$ cat src/rtl/parking_time_recorder_pkg.sv
// Shared parking-fee datapath definitions: default widths, FSM encoding and
// a slot-index range check used by the recorder.
package parking_defs;

  localparam int TIME_W  = 8;
  localparam int N_SLOTS = 8;
  localparam int SLOT_W  = 3;

  typedef enum logic {
    ST_IDLE   = 1'b0,
    ST_REPORT = 1'b1
  } state_t;

  // Widened compare so it stays meaningful when 2^SLOT_W > N_SLOTS.
  function automatic logic slot_valid(input logic [31:0] idx, input int n);
    return idx < 32'(n);
  endfunction

endpackage

$ cat src/rtl/parking_time_recorder_if.sv
// Event inputs and time_in/time_out report channel of the parking recorder.
// Report handshake: a pair transfers on any rising edge where out_valid && out_ready;
// while out_valid && !out_ready the pair is held stable, and out_valid never drops
// without a transfer (except on reset). exit_ready is high only when an exit can be taken.
interface parking_time_recorder_if #(
  parameter int SLOT_W = 3,
  parameter int TIME_W = 8
);
  logic              car_in;
  logic [SLOT_W-1:0] in_slot;
  logic              car_out;
  logic [SLOT_W-1:0] out_slot;
  logic              exit_ready;
  logic [TIME_W-1:0] time_in;
  logic [TIME_W-1:0] time_out;
  logic              out_valid;
  logic              out_ready;

  modport master (
    output car_in, in_slot, car_out, out_slot, out_ready,
    input  exit_ready, time_in, time_out, out_valid
  );

  modport slave (
    input  car_in, in_slot, car_out, out_slot, out_ready,
    output exit_ready, time_in, time_out, out_valid
  );
endinterface

$ cat src/rtl/parking_time_recorder_time_base.sv
// Free-running wrapping time base; advances once per tick strobe.
module park_time_base #(
  parameter int TIME_W = 8
) (
  input  logic              clk,
  input  logic              rst,
  input  logic              tick,
  output logic [TIME_W-1:0] now
);

  always_ff @(posedge clk or posedge rst) begin
    if (rst)       now <= '0;
    else if (tick) now <= now + 1'b1;
  end

endmodule

$ cat src/rtl/parking_time_recorder.sv
// Records per-slot entry timestamps and, on an exit, presents the matched
// time_in/time_out pair to the downstream difference calculator.
module parking_time_recorder
  import parking_defs::*;
#(
  parameter int N_SLOTS = parking_defs::N_SLOTS,
  parameter int SLOT_W  = parking_defs::SLOT_W,
  parameter int TIME_W  = parking_defs::TIME_W
) (
  input  logic                     clk,
  input  logic                     rst,
  input  logic                     tick,
  parking_time_recorder_if.slave   bus,
  output logic [N_SLOTS-1:0]       occupied,
  output logic                     full,
  output logic                     err,
  output state_t                   state_dbg
);

  logic [TIME_W-1:0]  now;
  logic [TIME_W-1:0]  entry [N_SLOTS];
  logic [N_SLOTS-1:0] occ_q, occ_d;
  logic [TIME_W-1:0]  time_in_q, time_out_q;
  state_t             state_q, state_d;
  logic               entry_ok, exit_ok, err_q, err_d;

  park_time_base #(.TIME_W(TIME_W)) u_time_base (
    .clk  (clk),
    .rst  (rst),
    .tick (tick),
    .now  (now)
  );

  // Both events are judged against start-of-cycle occupancy, so a same-slot
  // entry+exit pair can never both succeed.
  always_comb begin
    entry_ok = 1'b0;
    exit_ok  = 1'b0;
    err_d    = 1'b0;
    occ_d    = occ_q;
    state_d  = state_q;

    entry_ok = bus.car_in && slot_valid(32'(bus.in_slot), N_SLOTS)
               && !occ_q[bus.in_slot];
    exit_ok  = bus.car_out && (state_q == ST_IDLE)
               && slot_valid(32'(bus.out_slot), N_SLOTS) && occ_q[bus.out_slot];
    err_d    = (bus.car_in && !entry_ok) || (bus.car_out && !exit_ok);

    if (exit_ok)  occ_d[bus.out_slot] = 1'b0;
    if (entry_ok) occ_d[bus.in_slot]  = 1'b1;

    case (state_q)
      ST_IDLE:   if (exit_ok) state_d = ST_REPORT;
      ST_REPORT: if (bus.out_ready) state_d = ST_IDLE;
      default:   state_d = ST_IDLE;
    endcase
  end

  always_ff @(posedge clk or posedge rst) begin
    if (rst) begin
      state_q <= ST_IDLE;
    end else begin
      state_q <= state_d;
    end
  end

  always_ff @(posedge clk or posedge rst) begin
    if (rst) begin
      occ_q      <= '0;
      err_q      <= 1'b0;
      time_in_q  <= '0;
      time_out_q <= '0;
      for (int i = 0; i < N_SLOTS; i++) entry[i] <= '0;
    end else begin
      occ_q <= occ_d;
      err_q <= err_d;
      if (exit_ok) begin
        time_in_q  <= entry[bus.out_slot];
        time_out_q <= now;
      end
      if (entry_ok) entry[bus.in_slot] <= now;
    end
  end

  assign bus.out_valid  = (state_q == ST_REPORT);
  assign bus.exit_ready = (state_q == ST_IDLE);
  assign bus.time_in    = time_in_q;
  assign bus.time_out   = time_out_q;
  assign occupied       = occ_q;
  assign full           = &occ_q;
  assign err            = err_q;
  assign state_dbg      = state_q;

endmodule

$ cat src/flat_wrapper.sv
// flat-port wrapper written by rule: the top's interface ports become plain ports
module parking_time_recorder_flat import parking_defs::*;
#(
  parameter int N_SLOTS = parking_defs::N_SLOTS,
  parameter int SLOT_W  = parking_defs::SLOT_W,
  parameter int TIME_W  = parking_defs::TIME_W
)
  (clk, rst, tick, occupied, full, err, state_dbg, bus_car_in, bus_in_slot, bus_car_out, bus_out_slot, bus_out_ready, bus_exit_ready, bus_time_in, bus_time_out, bus_out_valid);
  parking_time_recorder_if #(.SLOT_W(SLOT_W), .TIME_W(TIME_W)) bus_i ();
  input  logic clk;
  input  logic rst;
  input  logic tick;
  output logic [N_SLOTS-1:0] occupied;
  output logic full;
  output logic err;
  output state_t state_dbg;
  input wire logic [$bits(bus_i.car_in)-1:0] bus_car_in;
  input wire logic [$bits(bus_i.in_slot)-1:0] bus_in_slot;
  input wire logic [$bits(bus_i.car_out)-1:0] bus_car_out;
  input wire logic [$bits(bus_i.out_slot)-1:0] bus_out_slot;
  input wire logic [$bits(bus_i.out_ready)-1:0] bus_out_ready;
  output wire logic [$bits(bus_i.exit_ready)-1:0] bus_exit_ready;
  output wire logic [$bits(bus_i.time_in)-1:0] bus_time_in;
  output wire logic [$bits(bus_i.time_out)-1:0] bus_time_out;
  output wire logic [$bits(bus_i.out_valid)-1:0] bus_out_valid;
  assign bus_i.car_in = bus_car_in;
  assign bus_i.in_slot = bus_in_slot;
  assign bus_i.car_out = bus_car_out;
  assign bus_i.out_slot = bus_out_slot;
  assign bus_i.out_ready = bus_out_ready;
  assign bus_exit_ready = bus_i.exit_ready;
  assign bus_time_in = bus_i.time_in;
  assign bus_time_out = bus_i.time_out;
  assign bus_out_valid = bus_i.out_valid;
  parking_time_recorder #(.N_SLOTS(N_SLOTS), .SLOT_W(SLOT_W), .TIME_W(TIME_W)) u_core (.clk(clk), .rst(rst), .tick(tick), .bus(bus_i), .occupied(occupied), .full(full), .err(err), .state_dbg(state_dbg));
endmodule
$ cat config.mk
export PLATFORM = sky130hd
export DESIGN_NAME = parking_time_recorder_flat
export DESIGN_NICKNAME = d
export VERILOG_FILES = /design/src/rtl/parking_time_recorder_pkg.sv /design/src/rtl/parking_time_recorder_if.sv /design/src/rtl/parking_time_recorder_time_base.sv /design/src/rtl/parking_time_recorder.sv /design/src/flat_wrapper.sv
export SDC_FILE = /design/constraint.sdc
export NUM_CORES = 1
export LEC_CHECK = 0
export CAP_MARGIN = 15
export CORE_ASPECT_RATIO = 0.8
export CORE_MARGIN = 2
export CORE_UTILIZATION = 50
export CTS_BUF_LIST = sky130_fd_sc_hd__clkbuf_16
export DETAILED_ROUTE_END_ITERATION = 6
export PLACE_DENSITY_LB_ADDON = 0.25
export SETUP_SLACK_MARGIN = 0.5
export SLEW_MARGIN = 15
export SYNTH_ARGS = -nofsm -noshare
export SYNTH_HDL_FRONTEND = slang
export SYNTH_SLANG_ARGS = --single-unit
$ cat constraint.sdc
create_clock -name clk -period 7.8 [get_ports clk]
set_clock_uncertainty 0.05 [all_clocks]
set_input_delay 1.56 -clock clk [delete_from_list [all_inputs] [get_ports clk]]
set_output_delay 1.56 -clock clk [all_outputs]
set_load 0.02 [all_outputs]
; Word-level counts from Yosys, hierarchy flattened
; Index checks and enable logic that the tools add are counted.
[op_classes]
add_sub_neg = 1
n_lt_le_gt_ge = 7
muxes = 19
bitwise = 6
reduce_logical = 13
[op_table]
columns = cell, count
row1 = 64-bit bitwise mux, 1
row2 = 8-bit two-way mux, 5
row3 = 8-bit binary-select mux with 3-bit select, 1
row4 = 8-bit demux with 3-bit select, 1
row5 = "8-bit by 1-bit adder with 8-bit output, second input constant", 1
row6 = 8-bit AND, 1
row7 = "4-bit >= comparator, second input constant", 2
row8 = 1-bit logical AND, 8
row9 = "3-bit by 4-bit < comparator with 1-bit output, second input constant", 2
row10 = 3-bit NOT with 4-bit output, 2
row11 = 8-bit NOT, 1
row12 = 8-bit bitwise OR, 1
row13 = 8-bit AND reduction, 1
row14 = 1-bit binary-select mux with 3-bit select, 2
row15 = 1-bit demux with 3-bit select, 2
row16 = "3-bit by 1-bit >= comparator with 1-bit output, second input constant", 2
row17 = 1-bit two-way mux, 6
row18 = "4-bit by 1-bit < comparator with 1-bit output, second input constant", 1
row19 = 1-bit logical NOT, 3
row20 = 1-bit case mux with 2 select lines, 1
row21 = 1-bit logical OR, 1
row22 = 1-bit NOT, 1
[word_totals]
register_bits = 98
input_bits = 12
out_inout_bits = 29
word_cells = 60

; Logic depth before layout (Yosys ltp)
[logic_depth]
word_depth = 9
mapped_depth = 7
depth_no_buf = 4

; Modules after synthesis
; Synthesis repeated with hierarchy kept, for this count alone.
[hier_totals]
hier_cells = 327
hier_area_um2 = 4533.1
[modules_own_cells]
columns = mod, n_inst, cells_per_inst, area_each_um2, seq_area_each_um2
row1 = parking_time_recorder, 1, 300, 4187.8, 2252.2
row2 = park_time_base, 1, 27, 345.3, 200.2

; Least setup slack after synthesis
; OpenSTA, ideal clock, no wires.
[synth_timing]
path_type = input -> register
start = in bus_out_slot[1]
end = reg u_core.time_in_q[0] (netlist: u_core.bus.time_in[0])
setup_time_ns = 0.125
arrival_time_ns = 3.176
required_ns = 7.625
path_slack_ns = 4.449
path_stages = 5
path_buffers = 2
cell_sequence = buf_2 > mux4_2 > nor3b_4 > buf_12 > mux2_4
[synth_via]
elab_chain_cells = 4
elab_cells_between_ends = 7
cone_classes = mux (5) / bitwise (1) / reduce/logical (1)
[synth_rtl]
columns = element, line
row1 = start: declaration, flat_wrapper.sv:20  ; input wire logic [$bits(bus_i.out_slot)-1:0] bus_out_slot;
row2 = 3-bit NOT with 4-bit output (not written as such), parking_time_recorder.sv:78  ; time_in_q <= entry[bus.out_slot];
row3 = 8-bit binary-select mux with 3-bit select, parking_time_recorder.sv:78
row4 = 8-bit two-way mux (not written as such) (2 in a row), parking_time_recorder.sv:78
row5 = end signal: assignment, parking_time_recorder.sv:78
row6 = end: declaration, parking_time_recorder.sv:23  ; logic [TIME_W-1:0] time_in_q, time_out_q;
; Parallel ways exist; a longest one is shown, timed or not. The select of a mux whose other input is x is not followed.
; A chain may end at the register's enable or synchronous reset.

; Final worst setup path
[layout_timing]
start = in bus_out_slot[0]
end = reg u_core.time_out_q[4] (netlist: u_core.bus.time_out[4])
[layout_via]
elab_chain_cells = 3
[layout_rtl]
columns = element, line
row1 = 1-bit binary-select mux with 3-bit select, parking_time_recorder.sv:46  ; && slot_valid(32'(bus.out_slot), N_SLOTS) && occ_q[bus.out_slot];
row2 = 1-bit two-way mux (not written as such), parking_time_recorder.sv:46
row3 = 1-bit logical AND, parking_time_recorder.sv:46
row4 = end signal: assignment, parking_time_recorder.sv:79  ; time_out_q <= now;
row5 = end: declaration, parking_time_recorder.sv:23
; Every way passes these cells. The select of a mux whose other input is x is not followed.

==> flow_summary.ini <==
[cells_and_area]
area.sequential_um2 = 2450
num-nets-final = 376
nFillCells = 704
multiInputGateArea_um2 = 1940
antennaDiodeCount = 0
drive_gt1_share_pct = 34.9
final_cell_count_no_fill = 482
syn2layout_area_growth_pct = 16.4

[clocking]
hold_buffers = 0
cts.reportedPaths.clkPinSlew_ps = 60
cts_tree = done
clkSinkCount = 98
ctsResizeCount = 0
cts_buffers = 9
clockRootBuffer = clkbuf_16
htreeDepth = 3
clk_latency_ps = 340
clk_path_buf_depth = 2
cts_setup_buffers = 0

[place]
dpl.hpwl_mm = 5.87
port_buffers = 40
dp.cells = 467
pre_cts_ws_ps = 3710
gp_congestion = 0.775

[sta]
setup_violations = 0
fin_hold_ws_ps = 453
fmax_mhz = 265
slew_headroom_pct = 33.8
finalCriticalPeriod_ps = 3770
fin_crit_sh_pct = 48.3
finalHoldViolations = 0
rsz0062_at_grt = false
tns_ps = 0
drv_slew = 0
fin_ws_ps = 4030
worst_pin_slew_ps = 988

[pwr]
vdd_ir_drop_max_mv = 0.258
p_leak_nw = 2.34
power_density_nw_per_um2 = 356

[critical_path]
critPathArrivalTime_ps = 3940
crit_path_max_incr_delay_ps = 510
startpoint_type = input pin
crit_type = in2reg
reg2reg_depth = 5
required_ps = 7970
crit_fanout = 25
path_cells = clkdlybuf4s50_1, buf_4, mux2i_1, mux4_2, nor3b_4, buf_4, mux2_2
crit_top_cell = buf_4
critPathSlowestCell = mux4_2
endpoint_kind = flip-flop

[logic_synthesis]
yosys_most_used_dff = dfrtp_1
avgSynthCellArea_um2 = 13.9
synth_top_family_by_area = multiplexers
synthTopCellsByArea = dfrtp_1 54%, mux2_2 19%, mux4_2 5.0%
synth_common_cells = 98 x dfrtp_1, 76 x mux2_2, 19 x nand2_1
synth-seq-cells = 98
yosysWarnings = 0
synthMuxAreaShare_pct = 28.9
synth_cell_types = 43
syn_area_um2 = 4550
syn_nets = 339
synthAdderAreaFrac_pct = 0.275
synth_xor_area_share_pct = 1.35
synthCells = 326
yosysSeqAreaShare_pct = 53.9
synth_top_cell_area_share_pct = 53.9
synthArstFlopShare_pct = 100
synth-edff-count = 0
yosysTopAreaCell = dfrtp_1
synth_most_common_cell = dfrtp_1
synth-simple-area-share_pct = 7.46
synth-compound-area-share_pct = 4.73

[hold_path]
hold_path_class = reg2reg
whs_path_depth = 1

[run]
max_cap_viol_count = 0

[die]
die_w_um = 111
io_pins = 41
die-area_um2 = 9880
core_area_um2 = 8960
die_y_um = 89.3
fp-row-count = 31
start_util_pct = 50.7

[run_status]
outcome = finished, final reports clean

[routing]
via_per_inst = 5.72
drt-initial-drc-count = 150
via_count = 2757
dr.pass1.iters = 4
detail_route.wl_per_cell_um = 19.6
wirelength_mm = 9.44
route.detailed.drc = 0
drtAntennaViolNets = 0

[grt]
grt_remaining_overflow = 0
track_usage_pct = 21.1
grt_pass1_vias = 2890
grt_first_pass_wirelength_mm = 15.8
antenna_found_initial = 0
grt_max_degree = 64
-- path summary, 6_finish.rpt --
kind,slack (ps),start,end
worst max-delay path,4030,bus_out_slot[0],u_core.bus.time_out[4]
worst min-delay path,450,u_core.entry[30],u_core.entry[30]
worst max register to register,5560,u_core.occupied[7],u_core.bus.time_out[4]
worst min register to register,450,u_core.entry[30],u_core.entry[30]
max in group asynchronous,5000,rst,u_core.bus.time_out[0]
min in group asynchronous,1540,rst,u_core.bus.time_out[4]
-- flip-flops by register name (all words and copies together), names as in the netlist --
register	count
u_core.entry	64
u_core.bus.time_in	8
u_core.bus.time_out	8
u_core.occupied	8
u_core.u_time_base.now	8
u_core.bus.out_valid	1
u_core.err	1
-- per-stage QoR --
| step | utilization (%) | area, um^2 | total power [mW] |
|---|---|---|---|
| floorplan | - | 4550 | 1.29 |
| global route | 59.1 | 5290 | 2.00 |
| detailed placement | 56.3 | 5040 | 1.51 |
| CTS | 59.1 | 5290 | 1.90 |
| finish | 59.1 | 5290 | 1.88 |
| global placement | 56.3 | 5040 | 1.49 |
-- area by class of cell --
class / count / area share [%]
sequential: 98 / 46.3
multi-input combinational: 198 / 36.7
timing repair buffer: 50 / 8.98
clock buffer: 9 / 4.25
tap: 115 / 2.72
clock inverter: 6 / 0.520
inverter: 6 / 0.473
-- cell families after synthesis --
| kind of cell | count (synthesis) |
|---|---|
| xor+xnor | 7 |
| buf+inv | 30 |
| flops | 98 |
| simple gates | 57 |
| fa+ha+maj | 1 |
| compound gates | 29 |
| mux | 104 |
-- layout by cell type, fill, tap and decap left out, types with 2 or more instances in the layout --
master | netlist | layout
nor2_1 | 13 | 13
clkdlybuf4s50_1 | 0 | 40
nor4_2 | 2 | 2
nand2_1 | 19 | 19
a31oi_1 | 7 | 7
nor2b_1 | 3 | 3
mux2i_1 | 7 | 7
o2bb2ai_1 | 2 | 2
dfrtp_1 | 98 | 98
inv_1 | 6 | 7
mux2_4 | 11 | 11
mux2_2 | 76 | 76
o221ai_1 | 2 | 2
nor3_2 | 2 | 2
nand2b_1 | 2 | 2
nor4b_2 | 3 | 3
o21ai_0 | 2 | 2
a32oi_1 | 2 | 2
xnor2_1 | 4 | 4
a221oi_1 | 2 | 2
clkbuf_16 | 0 | 9
clkinv_1 | 0 | 2
xor2_1 | 3 | 3
nand4_1 | 6 | 6
mux4_2 | 10 | 10
buf_4 | 1 | 10
a22oi_1 | 5 | 5
o211ai_1 | 2 | 2
-- worst max-delay path, delay by kind of cell --
kind | cells | cell delay (ps)
buffers and inverters | 3 | 1170
multiplexers | 3 | 1020
AND/OR/NAND/NOR | 1 | 180
-- power breakdown --
part / switching, mW / internal, mW
registers: 0.183 / 0.702
logic: 0.251 / 0.364
clock network: 0.176 / 0.209
total: 0.610 / 1.28
-- metal layers --
metal  vias to the layer above  GRT usage (%)  part of all wire [%]
li1                       1266              -                     -
met1                      1409           28.8                    48
met2                        71           33.6                    46
met3                        11           5.36                   4.5
met4                         0           7.73                   1.4
met5                         -              0                     0
Note: power is estimated with default switching activity, not from simulation.
